==> src/rtl/fetch_unit.sv <==
// Instruction fetch: owns the PC, keeps one imem request in flight and queues
// returned words in a small FIFO that decode drains with valid/ready.
module fetch_unit #(
  parameter int               WIDTH    = 32,
  parameter logic [WIDTH-1:0] RESET_PC = '0,
  parameter int               DEPTH    = 2
) (
  input  logic             clk,
  input  logic             reset,
  output logic             imem_req,
  output logic [WIDTH-1:0] imem_addr,
  input  logic             imem_ack,
  input  logic [WIDTH-1:0] imem_rdata,
  input  logic             redirect,
  input  logic [WIDTH-1:0] redirect_pc,
  output logic             inst_valid,
  input  logic             inst_ready,
  output logic [WIDTH-1:0] inst,
  output logic [WIDTH-1:0] inst_pc
);
  localparam int PW = (DEPTH > 1) ? $clog2(DEPTH) : 1;
  localparam int CW = $clog2(DEPTH + 1);

  typedef enum logic [1:0] {IDLE, WAIT, DROP} state_t;
  typedef struct packed {
    logic [WIDTH-1:0] inst;
    logic [WIDTH-1:0] pc;
  } entry_t;

  state_t           state, state_nxt;
  logic [WIDTH-1:0] pc, req_pc;
  entry_t           fifo [DEPTH];
  logic [PW-1:0]    head, tail;
  logic [CW-1:0]    count;
  logic             push, pop;
  logic             unused_lsb;

  // Redirect targets are word aligned; the low bits never reach the PC.
  assign unused_lsb = ^redirect_pc[1:0];

  assign imem_req   = !reset && state == IDLE && count < CW'(DEPTH) && !redirect;
  assign imem_addr  = pc;
  assign inst_valid = count != '0;
  assign inst       = fifo[head].inst;
  assign inst_pc    = fifo[head].pc;
  assign push       = state == WAIT && imem_ack && !redirect;
  assign pop        = inst_valid && inst_ready && !redirect;

  always_comb begin
    state_nxt = state;
    unique case (state)
      IDLE:    if (imem_req) state_nxt = WAIT;
      WAIT:    if (imem_ack) state_nxt = IDLE;
               else if (redirect) state_nxt = DROP;
      DROP:    if (imem_ack) state_nxt = IDLE;
      default: state_nxt = IDLE;
    endcase
  end

  always_ff @(posedge clk) begin
    if (reset) begin
      state  <= IDLE;
      pc     <= RESET_PC;
      req_pc <= RESET_PC;
      count  <= '0;
      head   <= '0;
      tail   <= '0;
    end else begin
      state <= state_nxt;
      if (redirect) begin
        pc    <= {redirect_pc[WIDTH-1:2], 2'b00};
        count <= '0;
        head  <= '0;
        tail  <= '0;
      end else begin
        if (imem_req) begin
          pc     <= pc + WIDTH'(4);
          req_pc <= pc;
        end
        if (push) tail <= tail + PW'(1);
        if (pop)  head <= head + PW'(1);
        unique case ({push, pop})
          2'b10:   count <= count + CW'(1);
          2'b01:   count <= count - CW'(1);
          default: count <= count;
        endcase
      end
    end
  end

  always_ff @(posedge clk) begin
    if (!reset && push) fifo[tail] <= '{inst: imem_rdata, pc: req_pc};
  end
endmodule

==> config.mk <==
export PLATFORM = sky130hd
export DESIGN_NAME = fetch_unit
export DESIGN_NICKNAME = d
export VERILOG_FILES = /design/src/rtl/fetch_unit.sv
export SDC_FILE = /design/constraint.sdc
export NUM_CORES = 1
export LEC_CHECK = 0
export ABC_AREA = 1
export BUFFER_PORTS_ARGS = -buffer_cell sky130_fd_sc_hd__buf_2
export CORE_MARGIN = 3
export CORE_UTILIZATION = 59
export CTS_BUF_LIST = sky130_fd_sc_hd__clkbuf_16
export DETAILED_ROUTE_END_ITERATION = 6
export GPL_TIMING_DRIVEN = 0
export PLACE_DENSITY_LB_ADDON = 0.1
export SETUP_SLACK_MARGIN = 0.1
export SLEW_MARGIN = 15
export SYNTH_ARGS = -nofsm -noshare
export SYNTH_HDL_FRONTEND = slang
export SYNTH_SLANG_ARGS = --single-unit
==> constraint.sdc <==
create_clock -name clk -period 12.3 [get_ports clk]
set_input_delay 1.845 -clock clk [delete_from_list [all_inputs] [get_ports clk]]
set_output_delay 1.845 -clock clk [all_outputs]
set_load 0.05 [all_outputs]
==> metrics, run 1 <==
result of the run=completed; Final GP Congestion=roughly 0.96; Ports=167; drt first-iter violations=approximately 620; most used cell, CP=sky130_fd_sc_hd__buf_4; die boundary height=approximately 120 µm; number of instances in the synthesized netlist=736; critical path, cell by cell=buf_4 -> clkinv_2 -> nand3_4 -> nor2_4 -> buf_4 -> buf_4 -> buf_2; number of maximum-capacitance constraint violations=0; startpoint kind of the worst setup timing path=primary input; layout cell share with drive strength beyond 1=0.3337; worst-path fanout max=10; Worst Tran Pin Value=roughly 0.63 ns; setup clock skew after layout=about 0.0095 ns; number of buffers added by the clock tree synthesis step=17; buffers and inverters on the worst path=5; CTS sink cnt=approximately 190; Seq/Total Area, Yosys=0.6342; cell type group with the largest total delay on the critical path=buffers and inverters; Comb power frac=0.083; area of the die=roughly 0.015 mm²; cell taking the most area after synthesis=sky130_fd_sc_hd__edfxtp_1; sum of net half-perimeters after detailed placement=between 10,000 and 15,000 µm; deepest clock path buffer count=2; cell internal power dissipation=between 0.001 and 0.0015 W; slowest cell delay on critical path=0.28 ns; most used flip-flop cell after synthesis=sky130_fd_sc_hd__edfxtp_1; post-DR wirelength/cell=between 15 and 20 µm; clock slew at reported path FFs=approximately 0.060 ns; drt via density=5.496; destination of the worst register-to-register timing path=fifo[1][26]; category of the worst setup path capture point=primary output; vias in the first global route=~6,000; antenna diode count=0; smallest hold slack=0.4581 ns; fin crit share=0.4102; number of enable-type register cells in the synthesized netlist=~120; area taken by multi-input logic gates=about 0.0026 mm²; # H-tree levels=4; post-cts sizing count=0; Max transition margin=0.5812; most common cell in the synthesized netlist=sky130_fd_sc_hd__nand2_1; share of synthesized cell area in full adder, half adder and majority cells=0.003133; Synth top cells by count=148 x sky130_fd_sc_hd__nand2_1, 124 x sky130_fd_sc_hd__edfxtp_1, 80 x sky130_fd_sc_hd__nor2_1; post-synthesis cell type count=35; final core area utilization=0.7538; total of warnings raised by yosys=0; compound-cell area share of the yosys netlist=0.06063; FF-to-FF path depth=8; Setup Viol. Count Final=0; xor and xnor fraction of the mapped netlist area=0.001097; Total GRT Usage=0.2722; net switching share of the total power=0.2335; power density cells=146.3 mW/mm²; clock tree from TritonCTS=done; total core area=around 0.013 mm²; maximum ir drop on the vdd rail=0.09362 mV; sequential group share of total power=0.502; main combinational cell family by area after synthesis=simple AND/OR/NAND/NOR gates; Synth Cell Area=~0.008 mm²; net switching component of the power=about 0.00033 W; hold_sp=req_pc[9]; Synth top area share=0.4662; reg-to-reg critical path startpoint=state[0]; mux contribution to synthesized area=0.08742; filler cell count=872; slack of the worst reg-to-reg path=about 10 ns; Rows=between 40 and 50; fmax=just under 200 MHz; simple-gate area share of the yosys netlist=0.1678; clock latency at the later pin of the worst-skew pair=about 0.43 ns; root buffer cell=sky130_fd_sc_hd__clkbuf_16; GRT Residual Overflow=0; count of hold-fix buffers inserted at cts=0; DRT Wirelength=19,770 µm; total negative slack for setup checks=0 ns; synthesized area per cell=about 11 µm²; via count of the routed design=slightly above 6,000; sequential cell area in the final layout=0.005065 mm²; Max Transition Viols Final=0; total setup buffers inserted after CTS=0; leakage power summed over all cells=between 3 and 4 nW; Critical Setup Path Class=primary input to primary output; global-route wire length before repair=approximately 31,000 µm; DRT Pass-1 Iters=5; Crit path arrival time=~3.2 ns; Area growth syn-to-layout=22.01%; worst hold path endpoint=fifo[1][9]; critical-path cell with the highest stage delay=sky130_fd_sc_hd__buf_2; final number of hold-violating endpoints=0; Async S/R FF share, synth=0; min cycle time layout=between 5 and 6 ns; RSZ-0062 raised after global routing=false; worst hold stages=0; dominant cells by area after synthesis=sky130_fd_sc_hd__edfxtp_1 47%, sky130_fd_sc_hd__dfxtp_1 17%, sky130_fd_sc_hd__mux2_2 8.7%, sky130_fd_sc_hd__nand2_1 7.0%, sky130_fd_sc_hd__nor2_1 3.8%; Initial Util=0.6178; count of state elements after synthesis=191; number of nets with antenna violations after detailed routing=0; Post-layout nets=approximately 1,000; number of buffer cells added on primary ports=159; maximum number of pins on one net before global-route repair=17; required time at the endpoint of the critical path=roughly 10 ns; worst hold path class=register to register; DRC=0; Clk pwr share=0.415; number of antenna violations at the first check in global routing=0; die boundary width=about 120 µm
==> cell families after synthesis <==
| family | after synthesis |
|---|---|
| AOI/OAI and AO/OA | 91 |
| xor gates and xnor gates | 1 |
| adders and majority gates | 2 |
| buffers and inverters | 79 |
| DFF | 191 |
| muxes | 62 |
| other | 1 |
| and+or+nand+nor | 309 |
==> layout by cell type, fill, tap and decap left out, types with 5 or more instances in the layout <==
master and n:
sky130_fd_sc_hd__a21oi_1 36, sky130_fd_sc_hd__a31oi_1 9, sky130_fd_sc_hd__buf_2 174, sky130_fd_sc_hd__buf_4 20, sky130_fd_sc_hd__bufinv_16 5, sky130_fd_sc_hd__clkbuf_1 8, sky130_fd_sc_hd__clkbuf_16 17, sky130_fd_sc_hd__dfxtp_1 67
sky130_fd_sc_hd__edfxtp_1 124, sky130_fd_sc_hd__inv_1 39, sky130_fd_sc_hd__mux2_2 62, sky130_fd_sc_hd__nand2_1 148, sky130_fd_sc_hd__nand2_2 5, sky130_fd_sc_hd__nand3_1 46, sky130_fd_sc_hd__nor2_1 80, sky130_fd_sc_hd__nor2_2 8
sky130_fd_sc_hd__nor2_4 5, sky130_fd_sc_hd__o211ai_1 5, sky130_fd_sc_hd__o21ai_0 38
==> how the worst max path moves through the flow <==
stage                   from           to  slack [ns]  cells after the start
detailed placement     reset     imem_req        7.27                      7
floorplan           redirect  fifo[0][10]        5.24                      4
finish                 reset     imem_req        7.25                      7
global route           reset     imem_req        7.23                      7
CTS                    reset     imem_req        7.26                      7
global placement    redirect  fifo[1][30]        2.86                      5
==> layout make-up <==
class	instances	share of cell area
repair buffers	171	0.09091
plain buffers	34	0.01965
clock buffers	17	0.04366
clock inverters	14	0.02157
multi-input cells	469	0.2649
inverters	45	0.01746
well taps	172	0.02209
flip-flops and latches	191	0.5198
==> power groups by stage <==
stage / logic [W] / clock network, W / registers [W]
2_1_floorplan: 0.0000591 / 0 / 0.000746
3_3_place_gp: 0.000115 / 0 / 0.000728
3_5_place_dp: 0.000118 / 0 / 0.000729
4_1_cts: 0.000119 / 0.000595 / 0.000715
5_1_grt: 0.000129 / 0.000626 / 0.000717
6_report: 0.000119 / 0.000591 / 0.000716
==> flip-flops by register name, summed over array words and instances (netlist names), named ones only <==
name and cells:
count 2, fifo 124, head 1, imem_addr 30, req_pc 30, state 2
tail 1
==> metrics by stage <==
stage	setup WS (ns)	power (W)	instance area (µm²)	instances
floorplan	5.239	0.0008048	7998	739
global placement	2.863	0.0008430	9009	1070
detailed placement	7.266	0.0008471	9109	1082
CTS	7.257	0.001429	9744	1113
global route	7.226	0.001472	9744	1113
finish	7.254	0.001426	9744	1113
==> layer usage <==
layer	GRT usage	share of wire
met1	0.3456	0.41
met2	0.4548	0.49
met3	0.05760	0.083
met4	0.1162	0.026
met5	0	0
Power figures use the tool's default switching activity.
==> inputs of run 2 (changes only) <==
--- a/config.mk
+++ b/config.mk
@@ -8,7 +8,7 @@
 export ABC_AREA = 1
 export BUFFER_PORTS_ARGS = -buffer_cell sky130_fd_sc_hd__buf_2
 export CORE_MARGIN = 3
-export CORE_UTILIZATION = 59
+export CORE_UTILIZATION = 55
 export CTS_BUF_LIST = sky130_fd_sc_hd__clkbuf_16
 export DETAILED_ROUTE_END_ITERATION = 6
 export GPL_TIMING_DRIVEN = 0
==> constraint.sdc (replaced) <==
create_clock -name clk -period 4.9 [get_ports clk]
set_input_delay 0.735 -clock clk [delete_from_list [all_inputs] [get_ports clk]]
set_output_delay 0.735 -clock clk [all_outputs]
set_load 0.05 [all_outputs]
==> metrics, run 2 (same netlist as run 1, synthesis figures left out) <==
post-DR wirelength/cell=17.74 µm (was 17.76 µm); Setup Viol. Count Final=0 (unchanged); worst-path fanout max=11 (was 10); root buffer cell=sky130_fd_sc_hd__clkbuf_16 (unchanged); worst hold stages=0 (unchanged); RSZ-0062 raised after global routing=false (unchanged); fin crit share=0.5855; Final Cell Area=0.009751 mm² (was 0.009744 mm²); cell type group with the largest total delay on the critical path=buffers and inverters (unchanged); reg-to-reg critical path startpoint=state[0] (unchanged); worst hold path endpoint=fifo[1][4] (was fifo[1][9]); most used cells in the layout excluding fill and tap cells=174 x sky130_fd_sc_hd__buf_2, 148 x sky130_fd_sc_hd__nand2_1, 124 x sky130_fd_sc_hd__edfxtp_1 (unchanged); total core area=0.01404 mm² (was 0.01293 mm²); overall power=0.003555 W (was 0.001426 W); total setup buffers inserted after CTS=0 (unchanged); min cycle time layout=about 2.9 ns; DRT Wirelength=19,900 µm (was 19,770 µm); sum of net half-perimeters after detailed placement=14,740 µm (was 14,510 µm); DRC=0 (unchanged); Initial Util=0.5687 (was 0.6178); Worst Tran Pin Value=0.8219 ns (was 0.6282 ns); # H-tree levels=4 (unchanged); most common cell after layout, fill and taps aside=sky130_fd_sc_hd__buf_2 (unchanged); antenna diode count=0 (unchanged); deepest clock path buffer count=2 (unchanged); number of nets with antenna violations after detailed routing=0 (unchanged); required time at the endpoint of the critical path=5.04 ns (was 10.45 ns); Worst Setup Slack, final=2.031 ns (was 7.254 ns); register with the most flip-flops=fifo (unchanged); clock latency at the later pin of the worst-skew pair=0.43 ns (about the same); CTS sink cnt=191 (unchanged); post-cts sizing count=0 (unchanged); drt via density=5.439 (was 5.496); worst hold path class=register to register (unchanged); setup clock skew after layout=0.008764 ns (was 0.009545 ns); clock tree from TritonCTS=done (unchanged); maximum ir drop on the vdd rail=0.2261 mV (was 0.09362 mV); critical path, cell by cell=buf_2 -> buf_2 -> nor2_1 -> inv_1 -> nor3_2 -> buf_4 -> buf_4 -> buf_4 -> buf_6 (was buf_4 -> clkinv_2 -> nand3_4 -> nor2_4 -> buf_4 -> buf_4 -> buf_2); worst slack at placement=1.546 ns (was 7.266 ns); slowest cell delay on critical path=0.68 ns (was 0.28 ns); Critical Setup Path Class=primary input to register (was primary input to primary output); number of buffers added by the clock tree synthesis step=17 (unchanged); area of the die=0.01600 mm² (was 0.01497 mm²); startpoint kind of the worst setup timing path=primary input (unchanged); via count of the routed design=6,102 (was 6,117); clock slew at reported path FFs=0.07 ns (was 0.06 ns); number of placed instances with taps included=1,090 (was 1,082); number of buffer cells added on primary ports=159 (unchanged); sequential cell area in the final layout=0.005065 mm² (unchanged); Post-layout nets=1,000 (unchanged); Area growth syn-to-layout=22.09% (was 22.01%); buffers and inverters on the worst path=7 (was 5); number of antenna violations at the first check in global routing=0 (unchanged); global-route wire length before repair=31,370 µm (was 30,960 µm); die boundary height=126.5 µm (was 122.3 µm); leakage power summed over all cells=3.784 nW (was 3.781 nW); count of hold-fix buffers inserted at cts=0 (unchanged); vias in the first global route=6,056 (was 6,007); count of non-filler cells in the finished layout=1,122 (was 1,113); Rows=43 (was 41); power density cells=364.6 mW/mm² (was 146.3 mW/mm²); fmax=348.5 MHz; Ports=167 (unchanged); hold_sp=req_pc[4] (was req_pc[9]); Total GRT Usage=0.2490 (was 0.2722); result of the run=completed (unchanged); Max Transition Viols Final=0 (unchanged); Largest register FFs=124 (unchanged); die boundary width=126.5 µm (was 122.3 µm); destination of the worst register-to-register timing path=fifo[1][47] (was fifo[1][26]); layout cell share with drive strength beyond 1=0.3344 (was 0.3337); FF-to-FF path depth=8 (unchanged); maximum number of pins on one net before global-route repair=19 (was 17); drt first-iter violations=567 (was 619); Final GP Congestion=0.9511 (was 0.9566); GRT Residual Overflow=0 (unchanged); Crit path arrival time=3.01 ns (was 3.20 ns); number of maximum-capacitance constraint violations=0 (unchanged); Placement Cell Area=0.009126 mm² (was 0.009109 mm²); area taken by multi-input logic gates=0.002581 mm² (unchanged); Max transition margin=0.4491 (was 0.5812); critical-path cell with the highest stage delay=sky130_fd_sc_hd__nor3_2 (was sky130_fd_sc_hd__buf_2); category of the worst setup path capture point=register (was primary output); most used cell, CP=sky130_fd_sc_hd__buf_4 (unchanged); final number of hold-violating endpoints=0 (unchanged); DRT Pass-1 Iters=5 (unchanged); filler cell count=1,087 (was 872); slack of the worst reg-to-reg path=2.32 ns (was 9.98 ns)
[run 2: routing by layer]
layer,share of wire,wire (µm),vias up,track usage
met5,0,0,-,0
met4,0.020,397,0,0.08454
met3,0.078,1552,32,0.05263
met2,0.47,9437,277,0.4004
met1,0.43,8516,2870,0.3399
li1,-,-,2923,-
[run 2: worst max-delay path by stage]
stage | from | end | depth (start not counted)
5_1_grt | redirect | fifo[0][47] | 9
2_1_floorplan | redirect | fifo[0][10] | 4
3_3_place_gp | redirect | fifo[1][30] | 5
6_report | redirect | fifo[1][47] | 9
4_1_cts | redirect | fifo[1][21] | 9
3_5_place_dp | redirect | fifo[0][46] | 9
[run 2: cell type report]
cell class | count | area share
Buffer | 34 | 0.01963
Clock buffer | 18 | 0.04620
Clock inverter | 14 | 0.01784
Inverter | 45 | 0.01745
Multi-Input combinational cell | 469 | 0.2647
Sequential cell | 191 | 0.5194
Tap cell | 180 | 0.02310
Timing Repair Buffer | 171 | 0.09162
[run 2: report_power, final]
| group | switching [W] | total, W | internal, W |
|---|---|---|---|
| Combinational | 0.000215 | 0.000301 | 0.0000860 |
| Sequential | 0.0000416 | 0.00180 | 0.00175 |
| Clock | 0.000615 | 0.00146 | 0.000843 |
| Total | 0.000871 | 0.00355 | 0.00268 |
[run 2: through the flow]
step                setup TNS, ns  utilization  hold slack (ns)
detailed placement              0       0.6499           0.4324
floorplan                 -130.34            -           0.4203
CTS                             0       0.6944           0.4539
global placement          -419.28       0.6423           0.4302
global route                    0       0.6944           0.4677
finish                          0       0.6944           0.4559
